==> config.mk <==
export PLATFORM = sky130hd
export DESIGN_NAME = fifo_skew_sched
export DESIGN_NICKNAME = d
export VERILOG_FILES = /design/src/rtl/fifo_skew_pkg.sv /design/src/rtl/skew_window.sv /design/src/rtl/fifo_skew_sched.sv
export SDC_FILE = /design/constraint.sdc
export NUM_CORES = 1
export LEC_CHECK = 0
export CAP_MARGIN = 15
export CORE_MARGIN = 1.5
export CORE_UTILIZATION = 42
export CTS_CLUSTER_SIZE = 12
export DETAILED_ROUTE_END_ITERATION = 6
export SLEW_MARGIN = 20
export SYNTH_ARGS = -nofsm -noshare
export SYNTH_HDL_FRONTEND = slang
export SYNTH_SLANG_ARGS = --single-unit
==> constraint.sdc <==
create_clock -name clk -period 5.1 [get_ports clk]
set_clock_uncertainty 0.2 [all_clocks]
set_input_delay 1.02 -clock clk [delete_from_list [all_inputs] [get_ports clk]]
set_output_delay 1.02 -clock clk [all_outputs]
set_load 0.01 [all_outputs]
==> src/rtl/fifo_skew_pkg.sv <==
// Shared types and width helpers for the skewed row-FIFO read scheduler.
package fifo_skew_pkg;

  typedef enum logic [1:0] {
    IDLE = 2'd0,
    RUN  = 2'd1,
    DONE = 2'd2
  } sched_state_t;

  // The step counter must reach len + NROWS - 2 without wrapping, plus a spare bit.
  function automatic int cnt_w(input int len_w, input int nrows);
    return len_w + $clog2(nrows) + 1;
  endfunction

endpackage

==> src/rtl/skew_window.sv <==
// Wavefront step counter with per-row active-window decode.
// Row i is active while i <= t < i + len_q.
module skew_window
  import fifo_skew_pkg::*;
#(
  parameter int NROWS = 4,
  parameter int LEN_W = 8,
  parameter int CNT_W = cnt_w(LEN_W, NROWS)
) (
  input  logic             clk,
  input  logic             rst,
  input  logic             clr,
  input  logic             adv,
  input  logic [LEN_W-1:0] len_q,
  output logic [CNT_W-1:0] t,
  output logic [NROWS-1:0] need,
  output logic             last
);

  logic [CNT_W-1:0] t_q, t_d;
  logic [CNT_W-1:0] len_ext;

  assign len_ext = {{(CNT_W-LEN_W){1'b0}}, len_q};

  always_comb begin
    t_d = t_q;
    if (clr) begin
      t_d = '0;
    end else if (adv) begin
      t_d = t_q + CNT_W'(1);
    end
  end

  always_ff @(posedge clk or posedge rst) begin
    if (rst) begin
      t_q <= '0;
    end else begin
      t_q <= t_d;
    end
  end

  for (genvar i = 0; i < NROWS; i++) begin : g_row
    localparam logic [CNT_W-1:0] LO = CNT_W'(i);
    assign need[i] = (t_q >= LO) && (t_q < (LO + len_ext));
  end

  // Final step is the one where the last row pops its last entry.
  assign last = (t_q == (len_ext + CNT_W'(NROWS - 2)));
  assign t    = t_q;

endmodule

==> src/rtl/fifo_skew_sched.sv <==
// Read-side sequencer for NROWS row FIFOs: issues a diagonal wavefront of ren
// pulses, freezing the whole wavefront when a due row is empty or en is low.
module fifo_skew_sched
  import fifo_skew_pkg::*;
#(
  parameter int NROWS = 4,
  parameter int LEN_W = 8,
  parameter int CNT_W = cnt_w(LEN_W, NROWS)
) (
  input  logic             clk,
  input  logic             rst,
  input  logic             start,
  input  logic [LEN_W-1:0] len,
  input  logic             en,
  input  logic [NROWS-1:0] empty,
  output logic [NROWS-1:0] ren,
  output logic             busy,
  output logic             stall,
  output logic             done
);

  sched_state_t     state_q, state_d;
  logic [LEN_W-1:0] len_q, len_d;
  logic             clr, adv, last;
  logic [NROWS-1:0] need;
  logic [CNT_W-1:0] t_unused;

  skew_window #(
    .NROWS (NROWS),
    .LEN_W (LEN_W),
    .CNT_W (CNT_W)
  ) u_window (
    .clk   (clk),
    .rst   (rst),
    .clr   (clr),
    .adv   (adv),
    .len_q (len_q),
    .t     (t_unused),
    .need  (need),
    .last  (last)
  );

  always_comb begin
    state_d = state_q;
    len_d   = len_q;
    clr     = 1'b0;
    adv     = 1'b0;
    ren     = '0;
    busy    = 1'b0;
    stall   = 1'b0;
    done    = 1'b0;
    case (state_q)
      IDLE: begin
        clr = 1'b1;
        if (start) begin
          if (len != '0) begin
            len_d   = len;
            state_d = RUN;
          end else begin
            state_d = DONE;
          end
        end
      end
      RUN: begin
        busy  = 1'b1;
        // All-or-nothing: a wavefront step never pops a subset of its rows.
        stall = ~en | (|(need & empty));
        adv   = ~stall;
        ren   = need & {NROWS{~stall}};
        if (!stall && last) begin
          state_d = DONE;
        end
      end
      DONE: begin
        busy    = 1'b1;
        done    = 1'b1;
        state_d = IDLE;
      end
      default: state_d = IDLE;
    endcase
  end

  always_ff @(posedge clk or posedge rst) begin
    if (rst) begin
      state_q <= IDLE;
      len_q   <= '0;
    end else begin
      state_q <= state_d;
      len_q   <= len_d;
    end
  end

endmodule

Word-level counts from Yosys, hierarchy flattened

Cells that the tools add are included.

Add/sub/neg operators: 4
$mul: 0
Divide/modulo/power cells: 0
Magnitude comparators: 8
Eq/ne operators: 5
Shift-type cells: 0
Muxes and demuxes: 12
Bitwise gates (word level): 5
Reductions and logical operators: 13

Operators by type and width:

| cell                                                                   | count |
|---|---|
| 11-bit < comparator                                                    | 3 |
| 11-bit by 1-bit >= comparator with 1-bit output, second input constant | 2 |
| 11-bit by 2-bit >= comparator with 1-bit output, second input constant | 2 |
| 11-bit 2-to-1 mux                                                      | 2 |
| 2-bit by 8-bit adder with 9-bit output, first input constant           | 2 |
| 11-bit by 1-bit adder with 11-bit output, second input constant        | 1 |
| 11-bit equality test                                                   | 1 |
| 11-bit by 8-bit < comparator with 1-bit output                         | 1 |
| 1-bit by 8-bit adder with 9-bit output, first input constant           | 1 |
| 4-bit AND                                                              | 2 |
| 8-bit nonzero test                                                     | 1 |
| 2-bit 2-to-1 mux                                                       | 3 |
| 1-bit logical AND                                                      | 5 |
| 1-bit 2-to-1 mux                                                       | 5 |
| 4-bit 2-to-1 mux                                                       | 1 |
| 2-bit != test, second input constant                                   | 2 |
| 2-bit case mux with 2 select lines                                     | 1 |
| 4-bit OR reduction                                                     | 1 |
| 3-bit AND reduction                                                    | 1 |
| 2-bit by 1-bit equality test with 1-bit output, second input constant  | 1 |
| 2-bit equality test, second input constant                             | 1 |
| 2-bit zero test                                                        | 1 |
| 1-bit inverter                                                         | 2 |
| 2-bit AND reduction                                                    | 1 |
| 4 further kinds                                                        | 4 |

Bits in registers: 21
Bits in latches: 0
Bits in writable memories: 0
ROM bits: 0
Input bits: 16
Output and inout port bits: 7
Memories: 0

Logic depth before layout (Yosys ltp)

Gate-level depths: netlist of run 1.

Depth after elaboration: 10
Depth in mapped cells: 13
Mapped depth without buffers: 12

Cells and area by module

From an unflattened synthesis of run 1, not the netlist that was laid out.

Cells, all modules: 241
Area total of the unflattened synthesis: 2177.1 um2

Modules (own cells, without submodules):

| module          | instances | cells an instance | area an instance (um2) | seq. area each (um2) |
|---|---|---|---|---|
| skew_window     | 1         | 197               | 1636.6                 | 275.3 |
| fifo_skew_sched | 1         | 44                | 540.5                  | 250.2 |

Worst setup path after synthesis of run 1

No wires, ideal clock.

Path kind: reg-to-output
Start: register len_q[3]
End: output port ren[2]
Data arrival time: 3084 ps
Data required time: 3880 ps
Setup slack: 796 ps
Stages on the path, launching flop included: 14
Path buffers: 2
Cells stage by stage: dfrtp_1 clkbuf_1 inv_1 nor4_1 nand2b_1 xnor2_1 ha_1 nand4_1 a21oi_1 o211ai_1 a32o_2 or3_1 buf_2 nor3b_1

Cells in the longest elaborated chain, start to end: 9
Elaborated cells between the ends (all ways): 17

Ends and longest elaborated chain:

| item                                                                                             | RTL line              | source |
|---|---|---|
| start, declared                                                                                  | fifo_skew_sched.sv:23 | `logic [LEN_W-1:0] len_q, len_d;` |
| start signal, assigned                                                                           | fifo_skew_sched.sv:89 | `len_q <= len_d;` |
| 1-bit by 8-bit adder with 9-bit output or 2-bit by 8-bit adder with 9-bit output (tied branches) | skew_window.sv:44     | `assign need[i] = (t_q >= LO) && (t_q < (LO + len_ext));` |
| 11-bit < comparator                                                                              | skew_window.sv:44     |  |
| 1-bit logical AND                                                                                | skew_window.sv:44     |  |
| 4-bit AND                                                                                        | fifo_skew_sched.sv:67 | `stall = ~en \| (\|(need & empty));` |
| 4-bit OR reduction                                                                               | fifo_skew_sched.sv:67 |  |
| 1-bit OR                                                                                         | fifo_skew_sched.sv:67 |  |
| 1-bit inverter                                                                                   | fifo_skew_sched.sv:69 | `ren = need & {NROWS{~stall}};` |
| 4-bit AND (*)                                                                                    | fifo_skew_sched.sv:69 |  |
| 4-bit 2-to-1 mux (*)                                                                             | fifo_skew_sched.sv:52 | `case (state_q)` |
| end, declared                                                                                    | fifo_skew_sched.sv:16 | `output logic [NROWS-1:0] ren,` |

Every way passes the cells marked *; elsewhere a longest branch is shown, timed or not.

Worst setup path in the final report of run 1

Start: register len_q[1]
End: output port ren[2]

The elaborated chain is that of the path after synthesis.

==> impl_metrics.ini, run 1 <==
[clock_tree]
cts.path.max_buffers = 2
htree_levels = 1
cts_made_buffers = 3
cts_tree = built
cts-root-buf = clkbuf_8
clock_sinks = 21
cts_hold_buffers = 0
clkSlewWorstSetupHoldPaths_ps = 80
clk_latency_ps = 270

[global_routing]
antenna_found_initial = 0
grt_pass1_vias = 2032
grt_usage = 0.210
grt_overflow = 0
grt_max_degree = 22
grt_pass1_wl_um = 10100

[route]
wirelength_um = 6040
drt_iter0_drc = 125
drc_errors = 0
postRouteAntennaNets = 0
drt-vias-per-instance = 5.85
first_pass_iters = 5
via_count = 2137
wl_per_cell_um = 16.6

[job]
max_cap_viol_count = 0

[final_layout]
fillCellCount = 564
drive_gt1_frac = 0.137
final_common_cell = ha_1
mostFrequentLayoutCells = ha_1, clkdlybuf4s50_1, inv_1, dfrtp_1, nor2_1
insertedDiodeCount = 0
area_growth_pct = 18.0
final_nets = 353
regArea_um2 = 529
multi_input_area_um2 = 1750
final_cell_count_no_fill = 365

[logic_synthesis]
ys_ff_latch = 21
synth_edf_count = 0
netlist_area_um2 = 2350
synth_nets = 325
synthArstFlopShare = 1.00
synth_cell_type_count = 48
yosys-top-cells-area = ha_1, dfrtp_1, xnor2_1
synth_flop_cell = dfrtp_1
seq_area_frac_synth = 0.223
synth_top_area_share = 0.228
synthCells = 266
yosys_warnings = 0
syn_area_per_cell_um2 = 8.85
yosys.area.top_type = ha_1

[timing]
hold_viol_final = 0
min_period_over_period = 0.964
fmax_mhz = 204
worst_hold_slack_ps = 363
drv_slew = 0
setup_violations = 0
setup_slack_ps = 186
min_period_ps = 4910
max-slew-margin-rel = 0.441
tightest_slew_ps = 838

[placement]
pre_cts_ws_ps = 148
placedCellCount = 359
place.port_buffers = 22
dpl.hpwl_um = 4690
gp_congestion = 0.903

[floorplanning]
dieArea_um2 = 6060
coreArea_um2 = 5470
start_util = 0.430
die_h_um = 77.9
die_w_um = 77.9
rows = 27
ios = 23

[worst_setup_path]
critPathArrivalTime_ps = 3690
start_kind = flip-flop
critPathSlowestCell = clkdlybuf4s50_1
cp.required_ps = 3880
critPathMaxStageDelay_ps = 560
crit_top_cell = ha_1
cp-end-kind = output pin
r2r-start = len_q[1]$_DFFE_PP0P_
critPathKind = flip-flop to output pin
critPathBufInv = 2
cp_top_family = simple AND/OR/NAND/NOR gates
reg2reg_slack_ps = 1580
r2r_cells = 13
crit_chain = inv_1 -> ha_1 -> a21oi_2 -> nor2_1 -> xnor2_1 -> ha_1 -> nand4_1 -> a21oi_1 -> o211ai_1 -> a32o_2 -> or3_4 -> nor3b_2 -> clkdlybuf4s50_1
crit_fanout = 7
r2r-end = u_window.t[8]$_DFFE_PP0P_

[power_and_ir_drop]
peakVddDrop_mv = 0.310
leakagePower_uw = 0.00125
power.density_nw_per_um2 = 422

[hold_path]
holdCritStartpoint = state_q[0]$_DFFE_PP0P_
hold_depth = 1
min_to = state_q[0]$_DFFE_PP0P_
hold_class = flip-flop to flip-flop

[outcome]
status = finished clean
stage by stage:
step	util	power [uW]	area, um^2	TNS (ps)
2_1_floorplan	-	809	2350	0
3_3_place_gp	0.491	1020	2690	0
3_5_place_dp	0.491	1020	2690	0
4_1_cts	0.501	1150	2740	0
5_1_grt	0.508	1280	2780	-2.91
6_report	0.508	1170	2780	0
worst max-delay path by stage:
stage / from / end / slack (ps) / cells after the start
global placement: len_q[1]$_DFFE_PP0P_ / ren[2] / 250 / 13
CTS: len_q[2]$_DFFE_PP0P_ / ren[2] / 30 / 12
detailed placement: len_q[2]$_DFFE_PP0P_ / ren[2] / 150 / 12
finish: len_q[1]$_DFFE_PP0P_ / ren[2] / 190 / 13
global route: len_q[2]$_DFFE_PP0P_ / ren[2] / -3 / 12
floorplan: len_q[3]$_DFFE_PP0P_ / ren[2] / 800 / 13
power by group:
group | switching (uW) | internal (uW)
registers | 69.2 | 211
logic | 419 | 361
clock network | 59.3 | 54.6
Yosys cell counts (3+ instances only):
cell      count
and3_1        7
or4_1         6
xnor2_1      16
inv_1        19
nand3b_1      4
nand2_1      14
nor2_1       17
nand4_1      10
o31ai_1       7
nor2b_1       4
nor4_1        4
mux2_2       11
or2_2         3
a21oi_1      17
o211ai_1      4
or3_1         3
nand3_1      10
o21ai_0       4
ha_1         43
clkbuf_1      5
dfrtp_1      21
a211oi_1      3
cell families (layout without fill, tap and decap cells):
logic type                 after synthesis  after routing  synth area share
adders and majority gates               43             43             0.228
xor gates and xnor gates                18             18            0.0669
AOI/OAI and AO/OA                       50             50             0.143
DFF                                     21             21             0.223
muxes                                   12             12            0.0590
buffers and inverters                   27             54            0.0441
and+or+nand+nor                         95             95             0.235
area by class of cell:
type | count | share of cell area
sequential | 21 | 0.190
inverter | 19 | 0.0257
multi-input combinational | 218 | 0.631
tap | 72 | 0.0324
clock inverter | 1 | 0.00180
timing repair buffer | 31 | 0.104
clock buffer | 3 | 0.0149
timing repair:
item | in CTS | in global routing
buffers inserted | 0 | 2
setup endpoints to repair | 2 | 4
resized for setup | 4 | 4
routing by layer:
layer  GRT usage  share of wire  vias to the layer above
met1       0.301           0.49                     1021
met3      0.0259          0.044                        9
li1            -              -                     1050
met5           0              0                        -
met2       0.334           0.45                       57
met4      0.0491          0.011                        0
registers in the layout, indices dropped and copies added, names as in the netlist:
register,flops
state_q,2
u_window.t,11
len_q,8
Power figures use the tool's default switching activity.
==> inputs of run 2 (changes only) <==
Settings changed: CORE_ASPECT_RATIO from default to 0.5, CTS_CLUSTER_SIZE 12 to 30.
==> run 2 against run 1 <==
Against the previous run: via count decreased by 1.7%; sequential share of layout area rose by 0.23 points; hold slack improved by 5.1 ps; cell count down 1.1%; final area is 1.4% lower; register-to-register slack better by 60 ps; non-clock buffer count fell by 5; global-route usage grew 1.3 points; largest power group unchanged.
==> impl_metrics.ini, run 2 (same netlist as run 1, synthesis figures left out) <==
[floorplanning]
coreArea_um2 = 5440
rows = 19
die_w_um = 109
ios = 23
dieArea_um2 = 6090
start_util = 0.433
die_h_um = 55.9

[clock_tree]
cts_hold_buffers = 0
clk_latency_ps = 270
cts-root-buf = clkbuf_8
clock_sinks = 21
htree_levels = 1
cts_made_buffers = 3
cts_setup_buffers = 0
cts.path.max_buffers = 2
clkSlewWorstSetupHoldPaths_ps = 90
cts_tree = built

[outcome]
status = finished clean

[timing]
hold_viol_final = 0
setup_violations = 0
max-slew-margin-rel = 0.414
setup_slack_ps = 196
tns_ps = 0
tightest_slew_ps = 878
rsz0062_at_grt = no
worst_hold_slack_ps = 368
drv_slew = 0
min_period_ps = 4900
min_period_over_period = 0.962
fmax_mhz = 204

[worst_setup_path]
r2r_cells = 12
critPathArrivalTime_ps = 3680
reg2reg_slack_ps = 1640
start_kind = flip-flop
cp.required_ps = 3880
crit_fanout = 7
cp-end-kind = output pin
critPathKind = flip-flop to output pin

[global_routing]
grt_max_degree = 22
grt_pass1_wl_um = 10400
grt_usage = 0.223
antenna_found_initial = 0
grt_pass1_vias = 2101
grt_overflow = 0

[route]
drc_errors = 0
drt_iter0_drc = 111
wirelength_um = 6280
postRouteAntennaNets = 0
drt-vias-per-instance = 5.82
first_pass_iters = 4
wl_per_cell_um = 17.4
via_count = 2100

[power_and_ir_drop]
power.density_nw_per_um2 = 418
peakVddDrop_mv = 0.136
leakagePower_uw = 0.00122
fin_total_pwr_uw = 1150

[final_layout]
final_nets = 348
insertedDiodeCount = 0
design_area_um2 = 2740
largest_reg_flops = 11
drive_gt1_frac = 0.115
final_common_cell = ha_1
mostFrequentLayoutCells = ha_1, clkdlybuf4s50_1, inv_1, dfrtp_1, nor2_1
area_growth_pct = 16.3
fillCellCount = 517

[placement]
pre_cts_ws_ps = 270
dpl.hpwl_um = 4820
place_area_um2 = 2660
place.port_buffers = 22
gp_congestion = 0.922

[job]
max_cap_viol_count = 0

[hold_path]
hold_class = flip-flop to flip-flop
hold_depth = 1
-- run 2: what timing repair did --
action | CTS | global route
gates cloned | 0 | 0
resized for setup | 2 | 4
endpoints found under the setup margin | 1 | 4
-- run 2: routing by layer --
layer | vias to the layer above | part of all wire | wire (um) | track usage
met3 | 4 | 0.050 | 313 | 0.0422
met5 | - | 0 | 0 | 0
met1 | 1018 | 0.50 | 3140 | 0.320
met4 | 0 | 0.0056 | 35 | 0.0395
met2 | 43 | 0.44 | 2800 | 0.352
li1 | 1035 | - | - | -
-- run 2: critical path, stage by stage (launching register included) --
cell,delay (ps)
dfrtp_1,500
inv_1,110
ha_1,280
nand2b_1,180
xnor2_1,140
ha_1,330
nand4_1,100
a21oi_1,140
o211ai_1,140
a32o_2,290
or3_4,430
nor3b_1,210
clkdlybuf4s50_1,570
-- run 2: path summary, 6_finish.rpt --
kind                                        start                        end
max                          len_q[0]$_DFFE_PP0P_                     ren[2]
min                        state_q[0]$_DFFE_PP0P_     state_q[0]$_DFFE_PP0P_
max reg2reg                  len_q[0]$_DFFE_PP0P_  u_window.t[6]$_DFFE_PP0P_
min reg2reg                state_q[0]$_DFFE_PP0P_     state_q[0]$_DFFE_PP0P_
max in group asynchronous                     rst       len_q[2]$_DFFE_PP0P_
min in group asynchronous                     rst  u_window.t[3]$_DFFE_PP0P_
-- run 2: cell type report --
type / instances / area (um^2) / area share
tap: 73 / 91.3 / 0.0333
timing repair buffer: 26 / 250 / 0.0914
multi-input combinational: 218 / 1750 / 0.639
sequential: 21 / 528 / 0.193
clock buffer: 3 / 41.3 / 0.0151
clock inverter: 1 / 7.51 / 0.00274
inverter: 19 / 71.3 / 0.0260
-- run 2: power by group --
group | switching (uW) | internal (uW)
Clock | 62.8 | 55.4
Combinational | 401 | 343
Sequential | 73.2 | 210
-- run 2: through the flow --
stage	utilization	instances
3_3_place_gp	0.489	357
6_report	0.503	361
2_1_floorplan	-	266
3_5_place_dp	0.489	357
5_1_grt	0.503	361
4_1_cts	0.500	361
==> inputs of run 3 (changes only) <==
Settings changed: CAP_MARGIN 15 to 20.
==> results of run 3 <==
The final DEF is identical to that of run 2; final timing and power are the same.
